### config.mk
export PLATFORM = sky130hd
export DESIGN_NAME = multicycle_main_ctrl_v2_flat
export DESIGN_NICKNAME = d
export VERILOG_FILES = /design/src/rtl/multicycle_main_ctrl_v2_pkg.sv /design/src/rtl/multicycle_main_ctrl_v2_if.sv /design/src/rtl/multicycle_main_ctrl_v2.sv /design/src/flat_wrapper.sv
export SDC_FILE = /design/constraint.sdc
export NUM_CORES = 1
export LEC_CHECK = 0
export CORE_AREA = 2 2 39 41
export DETAILED_ROUTE_END_ITERATION = 12
export DIE_AREA = 0 0 41 43
export DONT_BUFFER_PORTS = 1
export GPL_ROUTABILITY_DRIVEN = 0
export PLACE_DENSITY = 0.58
export SLEW_MARGIN = 20
export SYNTH_ARGS = -nofsm -noshare
export SYNTH_HDL_FRONTEND = slang
export SYNTH_SLANG_ARGS = --single-unit
### constraint.sdc
create_clock -name clk -period 1.6 [get_ports clk]
set_input_delay 0.32 -clock clk [delete_from_list [all_inputs] [get_ports clk]]
set_output_delay 0.32 -clock clk [all_outputs]
set_load 0.02 [all_outputs]
### src/rtl/multicycle_main_ctrl_v2_pkg.sv
// Shared encodings for the multicycle MIPS main controller: state codes,
// opcode values and the datapath select encodings driven by the FSM.
package multicycle_main_ctrl_v2_pkg;

    typedef enum logic [3:0] {
        S_FETCH  = 4'd0,
        S_DECODE = 4'd1,
        S_MEMADR = 4'd2,
        S_MEMRD  = 4'd3,
        S_MEMWB  = 4'd4,
        S_MEMWR  = 4'd5,
        S_EXEC   = 4'd6,
        S_ALUWB  = 4'd7,
        S_BRANCH = 4'd8,
        S_IMMEX  = 4'd9,
        S_IMMWB  = 4'd10,
        S_JUMP   = 4'd11,
        S_TRAP   = 4'd12
    } state_t;

    localparam logic [5:0] OP_RTYPE = 6'h00;
    localparam logic [5:0] OP_J     = 6'h02;
    localparam logic [5:0] OP_BEQ   = 6'h04;
    localparam logic [5:0] OP_ADDI  = 6'h08;
    localparam logic [5:0] OP_ANDI  = 6'h0C;
    localparam logic [5:0] OP_ORI   = 6'h0D;
    localparam logic [5:0] OP_LW    = 6'h23;
    localparam logic [5:0] OP_SW    = 6'h2B;

    localparam logic [2:0] ALU_ADD   = 3'b000;
    localparam logic [2:0] ALU_SUB   = 3'b001;
    localparam logic [2:0] ALU_FUNCT = 3'b010;
    localparam logic [2:0] ALU_OR    = 3'b011;
    localparam logic [2:0] ALU_AND   = 3'b100;

    localparam logic [1:0] SRCB_B      = 2'b00;
    localparam logic [1:0] SRCB_FOUR   = 2'b01;
    localparam logic [1:0] SRCB_IMM    = 2'b10;
    localparam logic [1:0] SRCB_IMMSH2 = 2'b11;

    localparam logic [1:0] PCSRC_ALU    = 2'b00;
    localparam logic [1:0] PCSRC_ALUOUT = 2'b01;
    localparam logic [1:0] PCSRC_JUMP   = 2'b10;

endpackage

### src/rtl/multicycle_main_ctrl_v2_if.sv
// Controller <-> datapath bundle: opcode/memory-ready in, mux selects and
// enables out. master = controller side, slave = datapath side.
interface multicycle_main_ctrl_v2_if;
    logic [5:0] Opcode;
    logic       MemReady;
    logic       PCWrite;
    logic       Branch;
    logic       IorD;
    logic       MemRead;
    logic       MemWrite;
    logic       IRWrite;
    logic       RegDst;
    logic       MemtoReg;
    logic       RegWrite;
    logic       ALUSrcA;
    logic [1:0] ALUSrcB;
    logic [2:0] ALUOp;
    logic [1:0] PCSrc;
    logic       Illegal;
    logic [3:0] State;

    modport master (
        input  Opcode, MemReady,
        output PCWrite, Branch, IorD, MemRead, MemWrite, IRWrite, RegDst,
               MemtoReg, RegWrite, ALUSrcA, ALUSrcB, ALUOp, PCSrc, Illegal, State
    );

    modport slave (
        output Opcode, MemReady,
        input  PCWrite, Branch, IorD, MemRead, MemWrite, IRWrite, RegDst,
               MemtoReg, RegWrite, ALUSrcA, ALUSrcB, ALUOp, PCSrc, Illegal, State
    );
endinterface

### src/rtl/multicycle_main_ctrl_v2.sv
// Multicycle MIPS main control FSM. Outputs are decoded from the registered
// state (plus memory-ready in FETCH and the opcode in IMMEX) so that they are
// valid in the same cycle as the state, including directly out of reset.
module multicycle_main_ctrl_v2
    import multicycle_main_ctrl_v2_pkg::*;
#(
    parameter bit MEM_HANDSHAKE = 1'b0,
    parameter bit EN_MEM        = 1'b1,
    parameter bit EN_JUMP       = 1'b1,
    parameter bit TRAP_ILLEGAL  = 1'b1
) (
    input  logic                        clk,
    input  logic                        rst_n,
    multicycle_main_ctrl_v2_if.master   bus
);

    state_t     state_r;
    state_t     state_next_s;
    state_t     illegal_next_s;
    logic       rdy_s;

    logic       pc_write_s, branch_s, iord_s, mem_read_s, mem_write_s;
    logic       ir_write_s, reg_dst_s, memto_reg_s, reg_write_s, alu_src_a_s;
    logic [1:0] alu_src_b_s;
    logic [2:0] alu_op_s;
    logic [1:0] pc_src_s;
    logic       illegal_s;

    // Memory is treated as always ready when the handshake is disabled.
    assign rdy_s          = MEM_HANDSHAKE ? bus.MemReady : 1'b1;
    assign illegal_next_s = TRAP_ILLEGAL ? S_TRAP : S_FETCH;

    // State register; async reset aborts any instruction in flight.
    always_ff @(posedge clk or negedge rst_n) begin
        if (!rst_n) begin
            state_r <= S_FETCH;
        end else begin
            state_r <= state_next_s;
        end
    end

    // Next-state selection and Moore output decode; everything defaults to 0.
    always_comb begin
        state_next_s = S_FETCH;
        pc_write_s   = 1'b0;
        branch_s     = 1'b0;
        iord_s       = 1'b0;
        mem_read_s   = 1'b0;
        mem_write_s  = 1'b0;
        ir_write_s   = 1'b0;
        reg_dst_s    = 1'b0;
        memto_reg_s  = 1'b0;
        reg_write_s  = 1'b0;
        alu_src_a_s  = 1'b0;
        alu_src_b_s  = SRCB_B;
        alu_op_s     = ALU_ADD;
        pc_src_s     = PCSRC_ALU;
        illegal_s    = 1'b0;
        case (state_r)
            S_FETCH: begin
                mem_read_s   = 1'b1;
                ir_write_s   = rdy_s;
                pc_write_s   = rdy_s;
                alu_src_b_s  = SRCB_FOUR;
                state_next_s = rdy_s ? S_DECODE : S_FETCH;
            end
            S_DECODE: begin
                alu_src_b_s = SRCB_IMMSH2;
                case (bus.Opcode)
                    OP_RTYPE:                state_next_s = S_EXEC;
                    OP_ADDI, OP_ANDI, OP_ORI: state_next_s = S_IMMEX;
                    OP_BEQ:                  state_next_s = S_BRANCH;
                    OP_LW, OP_SW:            state_next_s = EN_MEM ? S_MEMADR : illegal_next_s;
                    OP_J:                    state_next_s = EN_JUMP ? S_JUMP : illegal_next_s;
                    default:                 state_next_s = illegal_next_s;
                endcase
            end
            S_MEMADR: begin
                alu_src_a_s = 1'b1;
                alu_src_b_s = SRCB_IMM;
                if (bus.Opcode == OP_SW) begin
                    state_next_s = S_MEMWR;
                end else if (bus.Opcode == OP_LW) begin
                    state_next_s = S_MEMRD;
                end else begin
                    state_next_s = S_FETCH;
                end
            end
            S_MEMRD: begin
                iord_s       = 1'b1;
                mem_read_s   = 1'b1;
                state_next_s = rdy_s ? S_MEMWB : S_MEMRD;
            end
            S_MEMWB: begin
                memto_reg_s  = 1'b1;
                reg_write_s  = 1'b1;
                state_next_s = S_FETCH;
            end
            S_MEMWR: begin
                iord_s       = 1'b1;
                mem_write_s  = 1'b1;
                state_next_s = rdy_s ? S_FETCH : S_MEMWR;
            end
            S_EXEC: begin
                alu_src_a_s  = 1'b1;
                alu_op_s     = ALU_FUNCT;
                state_next_s = S_ALUWB;
            end
            S_ALUWB: begin
                reg_dst_s    = 1'b1;
                reg_write_s  = 1'b1;
                state_next_s = S_FETCH;
            end
            S_BRANCH: begin
                alu_src_a_s  = 1'b1;
                alu_op_s     = ALU_SUB;
                branch_s     = 1'b1;
                pc_src_s     = PCSRC_ALUOUT;
                state_next_s = S_FETCH;
            end
            S_IMMEX: begin
                alu_src_a_s  = 1'b1;
                alu_src_b_s  = SRCB_IMM;
                case (bus.Opcode)
                    OP_ORI:  alu_op_s = ALU_OR;
                    OP_ANDI: alu_op_s = ALU_AND;
                    default: alu_op_s = ALU_ADD;
                endcase
                state_next_s = S_IMMWB;
            end
            S_IMMWB: begin
                reg_write_s  = 1'b1;
                state_next_s = S_FETCH;
            end
            S_JUMP: begin
                pc_write_s   = 1'b1;
                pc_src_s     = PCSRC_JUMP;
                state_next_s = S_FETCH;
            end
            S_TRAP: begin
                illegal_s    = 1'b1;
                state_next_s = S_TRAP;
            end
            default: begin
                state_next_s = S_FETCH;
            end
        endcase
    end

    assign bus.PCWrite  = pc_write_s;
    assign bus.Branch   = branch_s;
    assign bus.IorD     = iord_s;
    assign bus.MemRead  = mem_read_s;
    assign bus.MemWrite = mem_write_s;
    assign bus.IRWrite  = ir_write_s;
    assign bus.RegDst   = reg_dst_s;
    assign bus.MemtoReg = memto_reg_s;
    assign bus.RegWrite = reg_write_s;
    assign bus.ALUSrcA  = alu_src_a_s;
    assign bus.ALUSrcB  = alu_src_b_s;
    assign bus.ALUOp    = alu_op_s;
    assign bus.PCSrc    = pc_src_s;
    assign bus.Illegal  = illegal_s;
    assign bus.State    = state_r;

endmodule

### src/flat_wrapper.sv
// flat-port wrapper written by rule: the top's interface ports become plain ports
module multicycle_main_ctrl_v2_flat import multicycle_main_ctrl_v2_pkg::*;
#(
    parameter bit MEM_HANDSHAKE = 1'b0,
    parameter bit EN_MEM        = 1'b1,
    parameter bit EN_JUMP       = 1'b1,
    parameter bit TRAP_ILLEGAL  = 1'b1
)
  (clk, rst_n, bus_Opcode, bus_MemReady, bus_PCWrite, bus_Branch, bus_IorD, bus_MemRead, bus_MemWrite, bus_IRWrite, bus_RegDst, bus_MemtoReg, bus_RegWrite, bus_ALUSrcA, bus_ALUSrcB, bus_ALUOp, bus_PCSrc, bus_Illegal, bus_State);
  multicycle_main_ctrl_v2_if bus_i ();
  input  logic clk;
  input  logic rst_n;
  input wire logic [$bits(bus_i.Opcode)-1:0] bus_Opcode;
  input wire logic [$bits(bus_i.MemReady)-1:0] bus_MemReady;
  output wire logic [$bits(bus_i.PCWrite)-1:0] bus_PCWrite;
  output wire logic [$bits(bus_i.Branch)-1:0] bus_Branch;
  output wire logic [$bits(bus_i.IorD)-1:0] bus_IorD;
  output wire logic [$bits(bus_i.MemRead)-1:0] bus_MemRead;
  output wire logic [$bits(bus_i.MemWrite)-1:0] bus_MemWrite;
  output wire logic [$bits(bus_i.IRWrite)-1:0] bus_IRWrite;
  output wire logic [$bits(bus_i.RegDst)-1:0] bus_RegDst;
  output wire logic [$bits(bus_i.MemtoReg)-1:0] bus_MemtoReg;
  output wire logic [$bits(bus_i.RegWrite)-1:0] bus_RegWrite;
  output wire logic [$bits(bus_i.ALUSrcA)-1:0] bus_ALUSrcA;
  output wire logic [$bits(bus_i.ALUSrcB)-1:0] bus_ALUSrcB;
  output wire logic [$bits(bus_i.ALUOp)-1:0] bus_ALUOp;
  output wire logic [$bits(bus_i.PCSrc)-1:0] bus_PCSrc;
  output wire logic [$bits(bus_i.Illegal)-1:0] bus_Illegal;
  output wire logic [$bits(bus_i.State)-1:0] bus_State;
  assign bus_i.Opcode = bus_Opcode;
  assign bus_i.MemReady = bus_MemReady;
  assign bus_PCWrite = bus_i.PCWrite;
  assign bus_Branch = bus_i.Branch;
  assign bus_IorD = bus_i.IorD;
  assign bus_MemRead = bus_i.MemRead;
  assign bus_MemWrite = bus_i.MemWrite;
  assign bus_IRWrite = bus_i.IRWrite;
  assign bus_RegDst = bus_i.RegDst;
  assign bus_MemtoReg = bus_i.MemtoReg;
  assign bus_RegWrite = bus_i.RegWrite;
  assign bus_ALUSrcA = bus_i.ALUSrcA;
  assign bus_ALUSrcB = bus_i.ALUSrcB;
  assign bus_ALUOp = bus_i.ALUOp;
  assign bus_PCSrc = bus_i.PCSrc;
  assign bus_Illegal = bus_i.Illegal;
  assign bus_State = bus_i.State;
  multicycle_main_ctrl_v2 #(.MEM_HANDSHAKE(MEM_HANDSHAKE), .EN_MEM(EN_MEM), .EN_JUMP(EN_JUMP), .TRAP_ILLEGAL(TRAP_ILLEGAL)) u_core (.clk(clk), .rst_n(rst_n), .bus(bus_i));
endmodule
==> results.cfg <==
[global_routing]
grtUsageTotal_pct = 20.9
antenna_found_initial = 0
grt_max_degree = 16
grt_pass1_wl_mm = 2.56
grt_pass1_vias = 626
overflow = 0

[power_and_ir_drop]
cellLeakagePower_nw = 0.446
vdd_drop_max_mv = 1.12
p_per_area_nw_per_um2 = 2140

[logic_synthesis]
synth_ff_type = dfrtp_1
synth_edf_count = 0
seq_area_frac_synth_pct = 19.3
async_reset_ff_share_pct = 100
syn_nets = 82
post_synth.cell_area_avg_sq_um = 7.11
syn_inst = 73
yosys-top-cells-area = dfrtp_1 (19%), nor2_1 (8.7%), a21oi_1 (4.8%), buf_4 (4.3%), nor3_1 (3.9%)
yosys_warnings = 0
netlist_area_sq_um = 519
synth_seq_cells = 4
synth_top_area_share_pct = 19.3
yosys.cell_types.count = 35
yosys.area.top_type = dfrtp_1

[sta]
fin_crit_sh_pct = 107
rsz0062_at_grt = true
slew_violations = 0
skew_ps = 9.10
tightestPinTransition_ps = 407
fmax_ghz = 0.585
max_slew_margin_pct = 72.5
hold_viol = 0
setup_slack_ps = -110
fin_tns_setup_ps = -419
fin_crit_ps = 1710
setup_viol = 8

[min_path]
hp-class = in2reg
hp-start = bus_Opcode[3]

[clock_tree]
clk_pin_slew_ps = 40
ctsHtreeMaxLevel = 1
clk_latency_ps = 240
clock_path_buffers = 2
clkSinkCount = 4
cts_tree = built
ctsRootBufferMaster = clkbuf_4
cts_inserted_buffers = 3

[worst_setup_path]
start_kind = flip-flop
crit_path_end_kind = output pin
crit_fanout = 6
critPathLaunch = u_core.bus.State[3]
r2r_start = u_core.bus.State[1]
crit_required_ps = 1280
crit_arrival_ps = 1390
crit_type = reg2out

[layout]
nFillCells = 97
fin_util_pct = 73.6
layout.cells.non_filler = 123
multi_input_area_sq_um = 498
syn_to_final_growth_pct = 96.1
seq_area_sq_um = 105
fin_area_sq_um = 1020
nNetsFinal = 118
largest_register_ffs = 4
antenna_cells = 0
drive_gt1_share_pct = 64.5

[detailed_routing]
totalWireLength_mm = 1.89
drt_iter0_markers = 18
drtAntennaViolNets = 0
vias = 707
viasPerCell = 5.75
drc = 0
wire_per_inst_microns = 15.3
detailedRoute.firstPassIterationCount = 4

[run_status]
status = finished, violations left
violations = negative setup slack

[job]
cap_violations = 0

[die]
ioPinCount = 31
die_area_sq_um = 1760
placement_rows = 14
dieWidth_microns = 41
dieHeight_microns = 43
core_area_sq_um = 1380
start_util_pct = 37.5

[place]
place_area_sq_um = 749
dp_cells = 108
portBuffers = 0
place_ws_ps = 36.8
post-dp-hpwl_mm = 1.17
[per-layer routing]
layer / up-vias / wire [microns] / global-route usage (%)
li1: 340 / - / -
met1: 334 / 759 / 24.4
met2: 31 / 1010 / 34.4
met3: 2 / 107 / 5.24
met4: 0 / 13 / 8.67
met5: - / 0 / 0
[cells by family after synthesis]
kind of cell	share of synthesized area (%)
compound gates	27.0
flops	19.3
simple gates	37.1
xor+xnor	3.37
buf+inv	9.16
mux	4.10
[synth_stat cells (2+ instances only)]
cell	instances
buf_2	2
buf_4	3
a21oi_1	5
nor4_1	2
nor2_1	12
o32ai_1	2
nand3_1	3
nor3_1	4
nand2b_1	3
a211oi_1	2
dfrtp_1	4
nand2_1	5
inv_1	4
[cell usage in the layout (no fill, tap or decap), types with 2 or more instances in the layout]
master | netlist | layout
inv_2 | 0 | 2
nand2_1 | 5 | 3
clkbuf_4 | 0 | 3
buf_4 | 3 | 25
nor3_1 | 4 | 2
nand2b_4 | 0 | 3
buf_6 | 0 | 6
dfrtp_2 | 0 | 4
inv_1 | 4 | 2
nand3_1 | 3 | 3
nor2_1 | 12 | 6
a21oi_1 | 5 | 4
nor3_2 | 0 | 2
a211oi_2 | 0 | 2
nor2_2 | 0 | 3
nor2_4 | 0 | 3
[worst paths after layout]
path	end	slack, ps	depth (start not counted)
setup / recovery	bus_RegWrite	-110	4
hold / removal	u_core.bus.State[2]	290	2
setup reg to reg	u_core.bus.State[2]	120	6
hold reg to reg	u_core.bus.State[0]	680	2
max in group asynchronous	u_core.bus.State[0]	1050	1
min in group asynchronous	u_core.bus.State[2]	350	1
[worst max-delay path, stage by stage (launching register included)]
cell,delay (ps)
dfrtp_2,430
buf_12,160
nand2b_4,170
mux2i_1,150
a21o_1,240
[power by group]
part / switching, mW / total (mW) / internal [mW]
combinational: 0.915 / 1.83 / 0.913
sequential: 0.0744 / 0.226 / 0.152
clock: 0.0434 / 0.127 / 0.0841
[per-stage QoR]
stage	total power, mW	hold slack [ps]
after floorplan	1.08	24.4
after global placement	1.47	24.5
after detailed placement	1.49	24.5
after CTS	1.90	259
after global routing	2.29	298
final	2.18	290
[final cells by class]
class | instances | share of cell area (%)
well taps | 16 | 1.97
repair buffers | 36 | 35.1
clock buffers | 3 | 2.21
inverters | 4 | 1.47
flip-flops and latches | 4 | 10.3
multi-input cells | 60 | 48.9
[timing repair]
action	in CTS	in global routing
hold buffers	1	0
gates resized for setup	18	17
gates cloned	1	1
endpoints found under the hold margin	4	0
buffers inserted	5	4
setup endpoints to repair	14	17
pin swaps	4	3
(Power assumes the default switching activity.)
